`config.mk`:
```
export PLATFORM = sky130hd
export DESIGN_NAME = phase_sequencer
export DESIGN_NICKNAME = d
export VERILOG_FILES = /design/src/rtl/core_ctrl_pkg.sv /design/src/rtl/phase_watchdog.sv /design/src/rtl/phase_sequencer.sv
export SDC_FILE = /design/constraint.sdc
export NUM_CORES = 1
export LEC_CHECK = 0
export CAP_MARGIN = 20
export CORE_AREA = 10 10 88 109
export DETAILED_ROUTE_END_ITERATION = 12
export DIE_AREA = 0 0 98 119
export GPL_TIMING_DRIVEN = 0
export PLACE_DENSITY = 0.69
export RECOVER_POWER = 100
export SLEW_MARGIN = 10
export SYNTH_ARGS = -nofsm -noshare
export SYNTH_HDL_FRONTEND = slang
export SYNTH_HIERARCHICAL = 1
export SYNTH_SLANG_ARGS = --single-unit
```
`constraint.sdc`:
```
create_clock -name clk -period 3.6 [get_ports clk]
set_input_delay 0.54 -clock clk [delete_from_list [all_inputs] [get_ports clk]]
set_output_delay 0.54 -clock clk [all_outputs]
set_load 0.01 [all_outputs]
```
`src/rtl/core_ctrl_pkg.sv`:
```
// Shared types and constants for the run-level phase sequencer.
// Holds state/error encodings, phase IDs and default counter widths.
package core_ctrl_pkg;

    localparam int TIMEOUT_W_DEF = 16;
    localparam int ITER_W_DEF    = 8;

    typedef enum logic [2:0] {
        SEQ_IDLE     = 3'd0,
        SEQ_PC_RUN   = 3'd1,
        SEQ_MCMC_RUN = 3'd2,
        SEQ_DCTC_RUN = 3'd3,
        SEQ_DONE     = 3'd4,
        SEQ_ERROR    = 3'd5
    } seq_state_t;

    typedef enum logic [1:0] {
        ERR_NONE    = 2'd0,
        ERR_TIMEOUT = 2'd1,
        ERR_ABORT   = 2'd2
    } err_code_t;

    localparam logic [1:0] PHASE_NONE = 2'd0;
    localparam logic [1:0] PHASE_PC   = 2'd1;
    localparam logic [1:0] PHASE_MCMC = 2'd2;
    localparam logic [1:0] PHASE_DCTC = 2'd3;

    // Maps a run state to the phase ID reported with an error.
    function automatic logic [1:0] phase_of(seq_state_t s);
        case (s)
            SEQ_PC_RUN:   return PHASE_PC;
            SEQ_MCMC_RUN: return PHASE_MCMC;
            SEQ_DCTC_RUN: return PHASE_DCTC;
            default:      return PHASE_NONE;
        endcase
    endfunction

endpackage

```
`src/rtl/phase_watchdog.sv`:
```
// Per-phase cycle watchdog, shared by all phases of the sequencer.
// Counts enabled cycles since the last clear; a limit of 0 disables it.
module phase_watchdog
    import core_ctrl_pkg::*;
#(
    parameter int WIDTH = TIMEOUT_W_DEF
) (
    input  logic             clk,
    input  logic             reset,
    input  logic             clear,
    input  logic             enable,
    input  logic [WIDTH-1:0] limit,
    output logic             expired
);

    logic [WIDTH-1:0] count;
    logic             at_limit;

    // The last allowed cycle is count == limit-1, so a phase gets exactly limit cycles.
    assign at_limit = (limit != '0) && (count == limit - WIDTH'(1));
    assign expired  = enable && at_limit;

    always_ff @(posedge clk) begin
        if (reset) begin
            count <= '0;
        end else if (clear) begin
            count <= '0;
        end else if (enable && !at_limit) begin
            // NOTE: registers take non-blocking assignments so every flop samples pre-edge values.
            count <= count + WIDTH'(1);
        end
    end

endmodule

```
`src/rtl/phase_sequencer.sv`:
```
// Run-level controller: sequences parameter calculation, N MCMC passes and DCTC,
// with a shared per-phase watchdog, abort handling and registered status outputs.
module phase_sequencer
    import core_ctrl_pkg::*;
#(
    parameter int TIMEOUT_W = TIMEOUT_W_DEF,
    parameter int ITER_W    = ITER_W_DEF
) (
    input  logic                 clk,
    input  logic                 reset,
    input  logic                 start_core,
    input  logic                 abort,
    input  logic [TIMEOUT_W-1:0] cfg_timeout,
    input  logic [ITER_W-1:0]    cfg_mcmc_iters,
    input  logic                 param_calc_finish,
    input  logic                 mcmc_finish,
    input  logic                 dctc_finish,
    output logic                 param_calc_start,
    output logic                 mcmc_start,
    output logic                 dctc_start,
    output logic [2:0]           state,
    output logic                 busy,
    output logic                 core_done,
    output logic                 error,
    output logic [1:0]           err_code,
    output logic [1:0]           err_phase
);

    seq_state_t           state_q;
    err_code_t            err_code_q;
    logic [TIMEOUT_W-1:0] timeout_q;
    logic [ITER_W-1:0]    iters_q;
    logic [ITER_W-1:0]    iter_cnt;

    logic run_state;
    logic active_finish;
    logic launch;
    logic wd_clear;
    logic wd_expired;
    logic timeout_hit;

    assign state    = state_q;
    assign err_code = err_code_q;

    always_comb begin
        // NOTE: every combinational output gets a default first so no latch is inferred.
        run_state     = 1'b0;
        active_finish = 1'b0;
        case (state_q)
            SEQ_PC_RUN: begin
                run_state     = 1'b1;
                active_finish = param_calc_finish;
            end
            SEQ_MCMC_RUN: begin
                run_state     = 1'b1;
                active_finish = mcmc_finish;
            end
            SEQ_DCTC_RUN: begin
                run_state     = 1'b1;
                active_finish = dctc_finish;
            end
            default: ;
        endcase
        launch      = start_core && (state_q == SEQ_IDLE || state_q == SEQ_ERROR);
        // The timer restarts on run launch and on every phase or pass entry.
        wd_clear    = launch || (run_state && active_finish);
        timeout_hit = wd_expired && !active_finish;
    end

    phase_watchdog #(
        .WIDTH (TIMEOUT_W)
    ) u_watchdog (
        .clk     (clk),
        .reset   (reset),
        .clear   (wd_clear),
        .enable  (run_state),
        .limit   (timeout_q),
        .expired (wd_expired)
    );

    always_ff @(posedge clk) begin
        if (reset) begin
            state_q          <= SEQ_IDLE;
            param_calc_start <= 1'b0;
            mcmc_start       <= 1'b0;
            dctc_start       <= 1'b0;
            busy             <= 1'b0;
            core_done        <= 1'b0;
            error            <= 1'b0;
            err_code_q       <= ERR_NONE;
            err_phase        <= PHASE_NONE;
            timeout_q        <= '0;
            iters_q          <= '0;
            iter_cnt         <= '0;
        end else begin
            param_calc_start <= 1'b0;
            mcmc_start       <= 1'b0;
            dctc_start       <= 1'b0;
            core_done        <= 1'b0;

            // Abort outranks timeout, which only fires when the phase's finish is low.
            if (run_state && abort) begin
                state_q    <= SEQ_ERROR;
                busy       <= 1'b0;
                error      <= 1'b1;
                err_code_q <= ERR_ABORT;
                err_phase  <= phase_of(state_q);
            end else if (run_state && timeout_hit) begin
                state_q    <= SEQ_ERROR;
                busy       <= 1'b0;
                error      <= 1'b1;
                err_code_q <= ERR_TIMEOUT;
                err_phase  <= phase_of(state_q);
            end else begin
                case (state_q)
                    SEQ_IDLE, SEQ_ERROR: begin
                        if (start_core) begin
                            state_q          <= SEQ_PC_RUN;
                            busy             <= 1'b1;
                            error            <= 1'b0;
                            err_code_q       <= ERR_NONE;
                            err_phase        <= PHASE_NONE;
                            timeout_q        <= cfg_timeout;
                            iters_q          <= (cfg_mcmc_iters == '0) ? ITER_W'(1) : cfg_mcmc_iters;
                            iter_cnt         <= '0;
                            param_calc_start <= 1'b1;
                        end
                    end
                    SEQ_PC_RUN: begin
                        if (param_calc_finish) begin
                            state_q    <= SEQ_MCMC_RUN;
                            iter_cnt   <= ITER_W'(1);
                            mcmc_start <= 1'b1;
                        end
                    end
                    SEQ_MCMC_RUN: begin
                        if (mcmc_finish) begin
                            if (iter_cnt < iters_q) begin
                                iter_cnt   <= iter_cnt + ITER_W'(1);
                                mcmc_start <= 1'b1;
                            end else begin
                                state_q    <= SEQ_DCTC_RUN;
                                dctc_start <= 1'b1;
                            end
                        end
                    end
                    SEQ_DCTC_RUN: begin
                        if (dctc_finish) begin
                            state_q   <= SEQ_DONE;
                            busy      <= 1'b0;
                            core_done <= 1'b1;
                        end
                    end
                    SEQ_DONE: begin
                        state_q <= SEQ_IDLE;
                    end
                    default: begin
                        state_q <= SEQ_IDLE;
                        busy    <= 1'b0;
                        error   <= 1'b0;
                    end
                endcase
            end
        end
    end

endmodule

```
== Word level (Yosys, flattened, before mapping) ==
Index checks and enable logic that the tools add are counted.

* Register bits: 61
* Input bits: 31
* Output and inout bits: 13
* Word-level logic and storage cells: 119

* Add/sub/neg operators: 3
* $lt $le $gt $ge: 1
* Equal/unequal tests: 18
* Muxes and demuxes: 37
* Bitwise gates (word level): 7
* Reductions and logical operators: 38

{| class="wikitable"
|+ Operators by type and width
! cell !! number
|-
| $mux W8 || 5
|-
| $pmux W8 S3 || 1
|-
| $mux W3 || 7
|-
| $ne A4 B4 Y1 const B || 5
|-
| $add A16 B1 Y16 const B || 1
|-
| $eq A16 B16 Y1 || 1
|-
| $reduce_bool A16 Y1 || 1
|-
| $sub A16 B1 Y16 const B || 1
|-
| $mux W1 || 12
|-
| $mux W2 || 6
|-
| $ne A2 B2 Y1 const B || 6
|-
| $pmux W3 S4 || 1
|-
| $reduce_or A4 Y1 || 3
|-
| $reduce_and A5 Y1 || 2
|-
| $reduce_bool A3 Y1 || 3
|-
| $reduce_or A3 Y1 || 3
|-
| $add A8 B1 Y8 const B || 1
|-
| $logic_and A1 B1 Y1 || 8
|-
| $logic_not A8 Y1 || 1
|-
| $lt A8 B8 Y1 || 1
|-
| $not A1 Y1 || 7
|-
| $reduce_and A7 Y1 || 1
|-
| $eq A3 B2 Y1 const B || 2
|-
| $eq A3 B3 Y1 const B || 2
|-
| 14 further kinds || 23
|}

== Depth between registers and ports, before layout ==
Gate-level depths: netlist of run 1.

* Depth after elaboration: 8
* Depth in mapped cells: 16

== Cells and area by module ==
Netlist of run 1, hierarchy kept.

{| class="wikitable"
|+ Modules (own cells, without submodules)
! module !! instances !! cells an instance !! area an instance (um^2) !! sequential area each (um^2)
|-
| phase_sequencer || 1 || 267 || 2,093.3 || 900.9
|-
| phase_watchdog || 1 || 185 || 1,423.9 || 320.3
|}

== Worst setup path before layout of run 1 ==
Ideal clock, no wire load.

* Path kind: register to register
* Start point: reg timeout_q[2]
* End point: reg err_phase[1]
* Setup time: 0.065 ns
* Data arrival time: 3.453 ns
* Required time: 3.535 ns
* Slack: 0.082 ns
* Cell stages (with the launch flop): 14
* Buffers on the path: 1
* Period minus slack after synthesis: 3.518 ns
* Cell sequence: dfxtp_1 buf_6 or4_4 or4b_1 o32ai_1 nor2_1 or4_1 nor4_1 and2_1 nor2b_1 a221oi_2 nor2_1 mux2_2 nor2_1

* Word-level cells in the longest chain between the ends: 8
* Elaborated cells on any way between the ends: 12
* Those cells by class: add/sub: 1; eq/ne: 1; mux: 2; reduce/logical: 8

{| class="wikitable"
|+ Ends and longest elaborated chain
! item !! line !! source
|-
| from (decl) || phase_sequencer.sv:31 || <nowiki>logic [TIMEOUT_W-1:0] timeout_q;</nowiki>
|-
| from (signal assigned) || phase_sequencer.sv:123 || <nowiki>timeout_q <= cfg_timeout;</nowiki>
|-
| $sub A16 B1 Y16 || phase_watchdog.sv:20 || <nowiki>assign at_limit = (limit != '0) && (count == limit - WIDTH'(1));</nowiki>
|-
| $eq A16 B16 Y1 || phase_watchdog.sv:20 ||
|-
| $logic_and A1 B1 Y1 (*) || phase_watchdog.sv:20 ||
|-
| $logic_and A1 B1 Y1 (*) || phase_watchdog.sv:21 || <nowiki>assign expired = enable && at_limit;</nowiki>
|-
| via wd_expired || phase_sequencer.sv:39 || <nowiki>logic wd_expired;</nowiki>
|-
| $logic_and A1 B1 Y1 (*) || phase_sequencer.sv:67 || <nowiki>timeout_hit = wd_expired && !active_finish;</nowiki>
|-
| $logic_and A1 B1 Y1 (*) || phase_sequencer.sv:108 || <nowiki>end else if (run_state && timeout_hit) begin</nowiki>
|-
| $reduce_bool A3 Y1 (no line) or $mux W2 (tied branches) || - ||
|-
| $reduce_and A2 Y1 (no line) or $mux W2 (tied branches) || - ||
|-
| to (signal assigned) || phase_sequencer.sv:107 || <nowiki>err_phase <= phase_of(state_q);</nowiki>
|-
| to (signal assigned) || phase_sequencer.sv:113 || <nowiki>err_phase <= phase_of(state_q);</nowiki>
|-
| to (decl) || phase_sequencer.sv:26 || <nowiki>output logic [1:0] err_phase</nowiki>
|}

The timed path passes the listed nets; every way through them passes the cells marked *.
A chain may end at the register's enable or synchronous reset.

== Worst setup path in the final report of run 1 ==
* Start point: reg timeout_q[3]
* End point: reg iter_cnt[4]

* Word-level cells in the longest chain between the ends: 8
* Elaborated cells on any way between the ends: 9
* Those cells by class: add/sub: 1; eq/ne: 1; bitwise: 1; reduce/logical: 6

{| class="wikitable"
|+ Ends and longest elaborated chain
! item !! line !! source
|-
| $sub A16 B1 Y16 || phase_watchdog.sv:20 ||
|-
| $eq A16 B16 Y1 || phase_watchdog.sv:20 ||
|-
| $logic_and A1 B1 Y1 (*) || phase_watchdog.sv:20 ||
|-
| $logic_and A1 B1 Y1 (*) || phase_watchdog.sv:21 ||
|-
| via wd_expired || phase_sequencer.sv:39 ||
|-
| $logic_and A1 B1 Y1 (*) || phase_sequencer.sv:67 ||
|-
| $logic_and A1 B1 Y1 (*) || phase_sequencer.sv:108 ||
|-
| $not A1 Y1 (no line) (*) || - ||
|-
| $reduce_and A7 Y1 (no line) (*) || - ||
|-
| to (signal assigned) || phase_sequencer.sv:139 || <nowiki>iter_cnt <= iter_cnt + ITER_W'(1);</nowiki>
|-
| to (decl) || phase_sequencer.sv:33 || <nowiki>logic [ITER_W-1:0] iter_cnt;</nowiki>
|}

Marks and branches as above.

==> results of run 1 <==
[worst register-to-register path, delay by kind of cell, from the launching register on]
| family | cells | cell delay, ns |
|---|---|---|
| AO/OA/AOI/OAI | 5 | 0.74 |
| buffers and inverters | 1 | 0.14 |
| flip-flops | 1 | 0.34 |
| AND/OR/NAND/NOR | 8 | 2.23 |
[registers in the layout, indices dropped and copies added (netlist names)]
name and flops:
mcmc_start 1, err_code 2, timeout_q 16, u_watchdog/count 16, iter_cnt 8, dctc_start 1, param_calc_start 1, error 1
busy 1, err_phase 2, core_done 1, iters_q 8, state 3
[area by class of cell]
class	instances	area share, %
clock buffers	12	3.25
flip-flops and latches	61	27.6
multi-input cells	353	50.2
well taps	95	2.66
plain buffers	21	2.30
clock inverters	4	1.06
inverters	16	1.34
repair buffers	54	11.7
[worst paths after layout]
kind                 from          end  slack, ns  depth (start not counted)
max          timeout_q[3]  iter_cnt[4]       0.02                         14
min reg2reg    iters_q[6]   iters_q[6]       0.46                          2
max reg2reg  timeout_q[3]  iter_cnt[4]       0.02                         14
min            iters_q[6]   iters_q[6]       0.46                          2
[power groups by stage]
stage / registers [mW] / logic [mW] / clock network, mW
6_report: 0.788 / 0.806 / 0.610
5_1_grt: 0.798 / 0.887 / 0.650
4_1_cts: 0.787 / 0.778 / 0.624
3_5_place_dp: 0.802 / 0.715 / 0
3_3_place_gp: 0.800 / 0.710 / 0
2_1_floorplan: 0.795 / 0.506 / 0
[logic make-up (layout without fill, tap and decap cells)]
logic type / after synthesis / in the layout / share of synthesized area, %
flip-flops: 61 / 61 / 34.7
multiplexers: 4 / 4 / 1.21
AND/OR/NAND/NOR: 199 / 199 / 29.5
adder cells (fa/ha/maj): 10 / 10 / 3.56
buffers and inverters: 38 / 107 / 4.94
XOR/XNOR: 21 / 21 / 5.23
AO/OA/AOI/OAI: 119 / 119 / 20.8
[layer usage]
layer	vias to the layer above	GRT usage, %	routed length (microns)
met5	-	0	0
met4	0	6.65	186
met3	15	3.70	344
met2	64	28.8	5080
met1	1678	17.6	4100
li1	1766	-	-
[cells in the mapped netlist (all sizes together) (7+ instances only)]
cell type / instances / area (sq um)
nand2: 70 / 263
dfxtp: 61 / 1220
a21oi: 55 / 275
nor2: 24 / 90.1
o21ai: 23 / 115
or3: 21 / 131
clkbuf: 16 / 60.1
inv: 16 / 60.1
xnor2: 16 / 140
nor4: 12 / 81.3
nand3: 11 / 55.1
ha: 10 / 125
and3: 8 / 50.1
nor3: 8 / 40.0
and2: 7 / 43.8
or4: 7 / 56.3
[metrics by stage]
step                      utilization, %  setup WS, ns  hold slack (ns)
after floorplan                        -        0.0819            0.436
after global placement              53.4        -0.351            0.443
after detailed placement            53.4        -0.395            0.452
after CTS                           57.8       -0.0522            0.462
after global routing                58.7        -0.141            0.486
final                               58.7        0.0163            0.460
[what timing repair did]
item                       4_1_cts  5_1_grt
resized for setup               21       13
buffers inserted                 7        3
gates cloned                     1        0
setup endpoints to repair       18       18
pin swaps                       12        8
==> run metrics, run 1 <==
final antenna-violating net count=0; GPL Wtd Cong=~0.9; Comb pwr share=between 30% and 40%; Internal Power=about 1.4 mW; most common cell after layout, fill and taps aside=nand2_1; largest net degree at the start of global routing=11; Final nets=between 500 and 600; Worst-Skew Late Latency=between 0.3 and 0.4 ns; dominant synthesized flop cell=dfxtp_1; placed insts=590; global route total overflow=0; Initial Utilization=around 46%; Mean Syn Cell Area=between 7 and 8 sq um; # IOs=44; Total Negative Setup Slacks=0 ns; P_sw=0.791 mW; ant diodes=0; CTS root buffer=clkbuf_8; Switching Fraction=between 30% and 40%; synth warn=6; Yosys reg bits=61; DRC violations left=0; Final Skew=0.0134 ns; Worst-path clk slew=0.07 ns; Post-synth EDFFs=0; number of port buffers=43; Die Wd=98 microns; CTS buffer count=9; static leakage=1.64 nW; Core Box Area=7610 sq um; post-route insts no fill=616; drt wl/cell=around 16 microns; Crit path required time=approximately 3.8 ns; cell mode on critical path=or4_4; status=completed; final setup fails=0; Setup crit start kind=register; Sequential Power Share=a little over a third; antenna violations before repair=0; Via Count=between 3000 and 4000; Mapped Area=approximately 3500 sq um; CTS tree=done; synth unique cells=60; final instance area=4470 sq um; first-pass GRT wire length=about 16000 microns; DR iter-0 viols=~150; Reg area=about 1200 sq um; Post-synth ARST share=0%; post-synthesis sequential area ratio=between 30% and 40%; Die Ht=~120 microns; max frequency=about 0.28 GHz; Cell Rows=36; maxcap violations=0; critical path's slowest cell=or4_4; area delta synth->final=27.0%; area used by multi-input combinational logic=about 2200 sq um; CTS Buffer Depth=2; Fillers=a little over 700; layout cells sized above 1=around an eighth; Placement Cell Area=4070 sq um; Post-CTS Hold Buffers=0; CP bufs+invs=1; vias in the first global route=between 3000 and 4000; Largest delay share family, worst path=simple AND/OR/NAND/NOR gates; worst hold path type=reg2reg; Routed WL=9710 microns; share of the clock period used by the worst path after layout=99.5%; CP Data Arrival Time=around 3.8 ns; CP Capture Type=register; Syn Nets=around 500; htree depth=3; crit path cell chain=or4_4, or4b_4, o32ai_4, nor2_1, or4_4, nor4_4, and2_4, and2_1, a221oi_4, o22ai_2, a21o_1, buf_6, or3_1, a21oi_1; Slew @ Worst Pin=roughly 0.8 ns; pwr dens=494 nW/um^2; max incr delay on CP=about 0.53 ns; drt via density=5.72; Critical Setup Path Class=reg2reg; DIE AREA=11700 sq um; minimum clock period after layout=about 3.6 ns; Clock power frac=about 28%; slew margin rel.=46.5%; detailed placement HPWL=7100 microns; DRT Pass-1 Iters=4; largest driver fanout on the critical path=5; Slew Limit Fails=0; Pwr Total=between 2 and 2.5 mW; Mapped Cells=between 400 and 500; # clock sinks=61; GRT Total Usage=between 10% and 20%; Peak VDD IR=between 0.2 and 0.3 mV; Final Hold Fails=0; commonest cells after routing, fill and taps aside=69 x nand2_1, 57 x dfxtp_1, 54 x a21oi_1; RSZ-0062 raised after global routing=true
(Power assumes the default switching activity.)
==> inputs of run 2 (changes only) <==
CAP_MARGIN = 40   (was 20)
==> results of run 2 <==
Final layout, timing and power as in run 1 (identical DEF).
==> RTL change 1 (flow settings as in run 2) <==
Set the package constant `ITER_W_DEF` to 12 (it was 8).
--- a/src/rtl/core_ctrl_pkg.sv
+++ b/src/rtl/core_ctrl_pkg.sv
@@ -3,7 +3,7 @@
 package core_ctrl_pkg;
 
     localparam int TIMEOUT_W_DEF = 16;
-    localparam int ITER_W_DEF    = 8;
+    localparam int ITER_W_DEF    = 12;
 
     typedef enum logic [2:0] {
         SEQ_IDLE     = 3'd0,
Interface: changed (resized cfg_mcmc_iters); port bits go from 44 to 48. No check against the original RTL was run, so the function may have changed too.
==> RTL change 1 against run 2 <==
  * Worst setup slack better by 110 ps
  * Power grew 8.1%
  * Routed wire length up 13%
  * Sequential cell count grew 8
  * Area after synthesis up 12%
  * Count of clock-buffer cells in the layout up 3
  * Design area grew 7.3%
  * Highest routed layer unchanged
==> RTL change 1: results (changes against run 2) <==
metric	value	unit	change
met1_usage	0.182		+0.00527
avgSynthCellArea	7.84	sq um	+0.79%
synthTopCellsByCount	nand2_1 (82), dfxtp_1 (69), a21oi_1 (64)		
status	finished clean		
synthTopCellsByArea	dfxtp_1 (35%), a21oi_1 (8.1%), nand2_1 (7.8%), ha_1 (4.4%), or3_1 (3.6%)		
hold_end	iters_q[9]$_SDFFE_PP0P_		
place_congestion	0.875		-3.2%
critPathMaxFanout	10		+5
rrSetupSlack	130	ps	+110 ps
worst_hold_startpoint	iters_q[9]$_SDFFE_PP0P_		
drive_above_1_share	0.0689		-0.0520
dp.cells	646		+9.5%
global_route.usage.met2	0.338		+0.0496
drt_iter0_drc	142		-6.0%
slowest_stage	o41ai_1		
r2r-end	u_watchdog/count[1]$_SDFFE_PP0P_		
wl_met2	5910	microns	+16%
drt_pass1_iterations	5		+1
relSlewSlack	0.528		+0.0635
cp_top_family	compound AO/OA/AOI/OAI gates		
p_leak	1.73	nW	+5.5%
ir_worst_vdd	0.302	mV	+1.7%
nets	611		+9.7%
reg2regPathDepth	11		-3
finalClockSkew	8.26	ps	-5.14 ps
vias_per_cell	5.85		+2.2%
use_met3	0.0388		+0.00174
synth.distinct_cells	63		+5.0%
synth_seq_area_share	0.349		+0.00227
reg2reg_from	timeout_q[0]$_SDFFE_PP0P_		
instances_no_fill	661		+7.3%
place_hpwl	8410	microns	+18%
p_seq_frac	0.380		+0.022
clkPwrFrac	0.263		-0.014
[RTL change 1: timing repair]
item | 4_1_cts | 5_1_grt
gates resized for setup | 3 | 14
pin swaps | 0 | 12
buffers inserted | 0 | 1
setup endpoints to repair | 11 | 13
[RTL change 1: worst max path at each step]
stage	start	to	slack, ps	depth (start not counted)
CTS	timeout_q[2]$_SDFFE_PP0P_	dctc_start$_SDFF_PP0_	30	13
global route	timeout_q[0]$_SDFFE_PP0P_	u_watchdog/count[1]$_SDFFE_PP0P_	-80	11
global placement	timeout_q[2]$_SDFFE_PP0P_	dctc_start$_SDFF_PP0_	-190	13
finish	timeout_q[0]$_SDFFE_PP0P_	u_watchdog/count[1]$_SDFFE_PP0P_	130	11
detailed placement	timeout_q[2]$_SDFFE_PP0P_	dctc_start$_SDFF_PP0_	-200	13
floorplan	timeout_q[2]$_SDFFE_PP0P_	err_phase[1]$_SDFFE_PP0P_	360	13
[RTL change 1: final cells by class]
| class | count | area [sq um] |
|---|---|---|
| inverters | 18 | 67.6 |
| plain buffers | 23 | 106 |
| fillers | 690 | 2820 |
| flip-flops and latches | 69 | 1390 |
| multi-input cells | 393 | 2440 |
| clock buffers | 15 | 196 |
| repair buffers | 48 | 478 |
| well taps | 95 | 119 |
[RTL change 1: logic make-up after synthesis]
logic type,after synthesis,synth area share
fa+ha+maj,14,0.0443
flops,69,0.349
buf+inv,42,0.0481
simple gates,222,0.297
xor+xnor,23,0.0510
compound gates,131,0.202
mux,3,0.00791
[RTL change 1: per-stage QoR]
step	setup slack, ps	area (sq um)	hold slack, ps
2_1_floorplan	356	3950	436
3_3_place_gp	-188	4540	444
6_report	127	4790	459
5_1_grt	-77.9	4790	478
4_1_cts	25.7	4750	461
3_5_place_dp	-199	4540	450
==> RTL change 2 (flow settings as in run 2) <==
Without the edit above. Add an input register stage for `cfg_timeout`, without a reset; this delays it by one clock. The other inputs are not delayed to match.
--- a/src/rtl/phase_sequencer.sv
+++ b/src/rtl/phase_sequencer.sv
@@ -25,6 +25,12 @@
     output logic [1:0]           err_code,
     output logic [1:0]           err_phase
 );
+
+    logic [TIMEOUT_W-1:0] cfg_timeout_q;
+
+    always_ff @(posedge clk) begin
+        cfg_timeout_q <= cfg_timeout;
+    end
 
     seq_state_t           state_q;
     err_code_t            err_code_q;
@@ -120,7 +126,7 @@
                             error            <= 1'b0;
                             err_code_q       <= ERR_NONE;
                             err_phase        <= PHASE_NONE;
-                            timeout_q        <= cfg_timeout;
+                            timeout_q        <= cfg_timeout_q;
                             iters_q          <= (cfg_mcmc_iters == '0) ? ITER_W'(1) : cfg_mcmc_iters;
                             iter_cnt         <= '0;
                             param_calc_start <= 1'b1;
Formal check against the unedited RTL: not equivalent (a bounded check fails within 4 cycles, from zero or initial values and one cycle with reset high).
==> RTL change 2 against run 2 <==
  * The flow now finishes with violations (setup timing)
  * Sequential power increased by 25%
  * Design area increased by 7.5%
  * Routed wire length increased by 1.3%
  * Cell count increased by 2.6%
  * Area after synthesis increased by 11%
  * Synthesized cell count increased by 3.3%
  * Global-route usage increased by 0.56 points
  * Sequential cell count increased by 16
  * Power increased by 11%
  * Clock skew decreased by 7.0 ps
  * Maximum frequency decreased by 1.2%
  * Worst setup slack got worse by 42 ps
  * Highest routed layer unchanged
==> RTL change 2: results (changes against run 2) <==
metric	value	unit	change
status	complete, but fails checks		
violations	setup timing		
clk_share	0.0331		-0.0100
place_congestion	0.902		-0.20%
routedLengthMet1	4010	microns	-2.3%
synth.distinct_cells	67		+12%
grt_usage	0.166		+0.00556
multi_input_gates	351		-0.57%
finalWorstSetupSlack	-25.7	ps	-42.0 ps
grt_pass1_wl	16500	microns	+3.9%
finalClockSkew	6.42	ps	-6.97 ps
combPwrFrac	0.363		-0.003
comb_power	0.887	mW	+10%
synthTopCellsByArea	dfxtp_1 (40%), a21oi_1 (7.1%), nand2_1 (6.8%), xnor2_1 (3.6%), ha_1 (3.2%)		
synth_compound_area_frac	0.200		-0.00766
clk-power	0.570	mW	-6.6%
syn_nets	508		+3.0%
critPathMaxFanout	6		+1
setup_viol	7		+7
n_fill_cell	692		-2.8%
nets	574		+3.1%
synthTopCellsByCount	dfxtp_1 (77), nand2_1 (70), a21oi_1 (55)		
synthAdderAreaFrac	0.0322		-0.00340
dr_wl_met3	383	microns	+11%
buffers	78		+4.0%
muxShareOfSynthArea	0.00644		-0.00566
synth_seq_area_share	0.396		+0.0492
global_route.usage.met2	0.306		+0.0182
-- RTL change 2: cell count changes after synthesis, sizes merged, moves of 3 or more --
cell and delta:
or3 -3, clkbuf -3, buf +4, dfxtp +16, nand3b -3
-- RTL change 2: path summary, 6_finish.rpt --
path                            depth (start not counted)                        end                      start
worst min-delay path                                    2  timeout_q[4]$_SDFFE_PP0P_   cfg_timeout_q[4]$_DFF_P_
worst max-delay path                                   14   iter_cnt[2]$_SDFFE_PP0P_  timeout_q[4]$_SDFFE_PP0P_
worst max register to register                         14   iter_cnt[2]$_SDFFE_PP0P_  timeout_q[4]$_SDFFE_PP0P_
worst min register to register                          2  timeout_q[4]$_SDFFE_PP0P_   cfg_timeout_q[4]$_DFF_P_
-- RTL change 2: metrics by stage --
stage          utilization  instances
2_1_floorplan            -        467
3_3_place_gp         0.583        605
3_5_place_dp         0.583        605
4_1_cts              0.619        628
5_1_grt              0.630        632
6_report             0.630        632
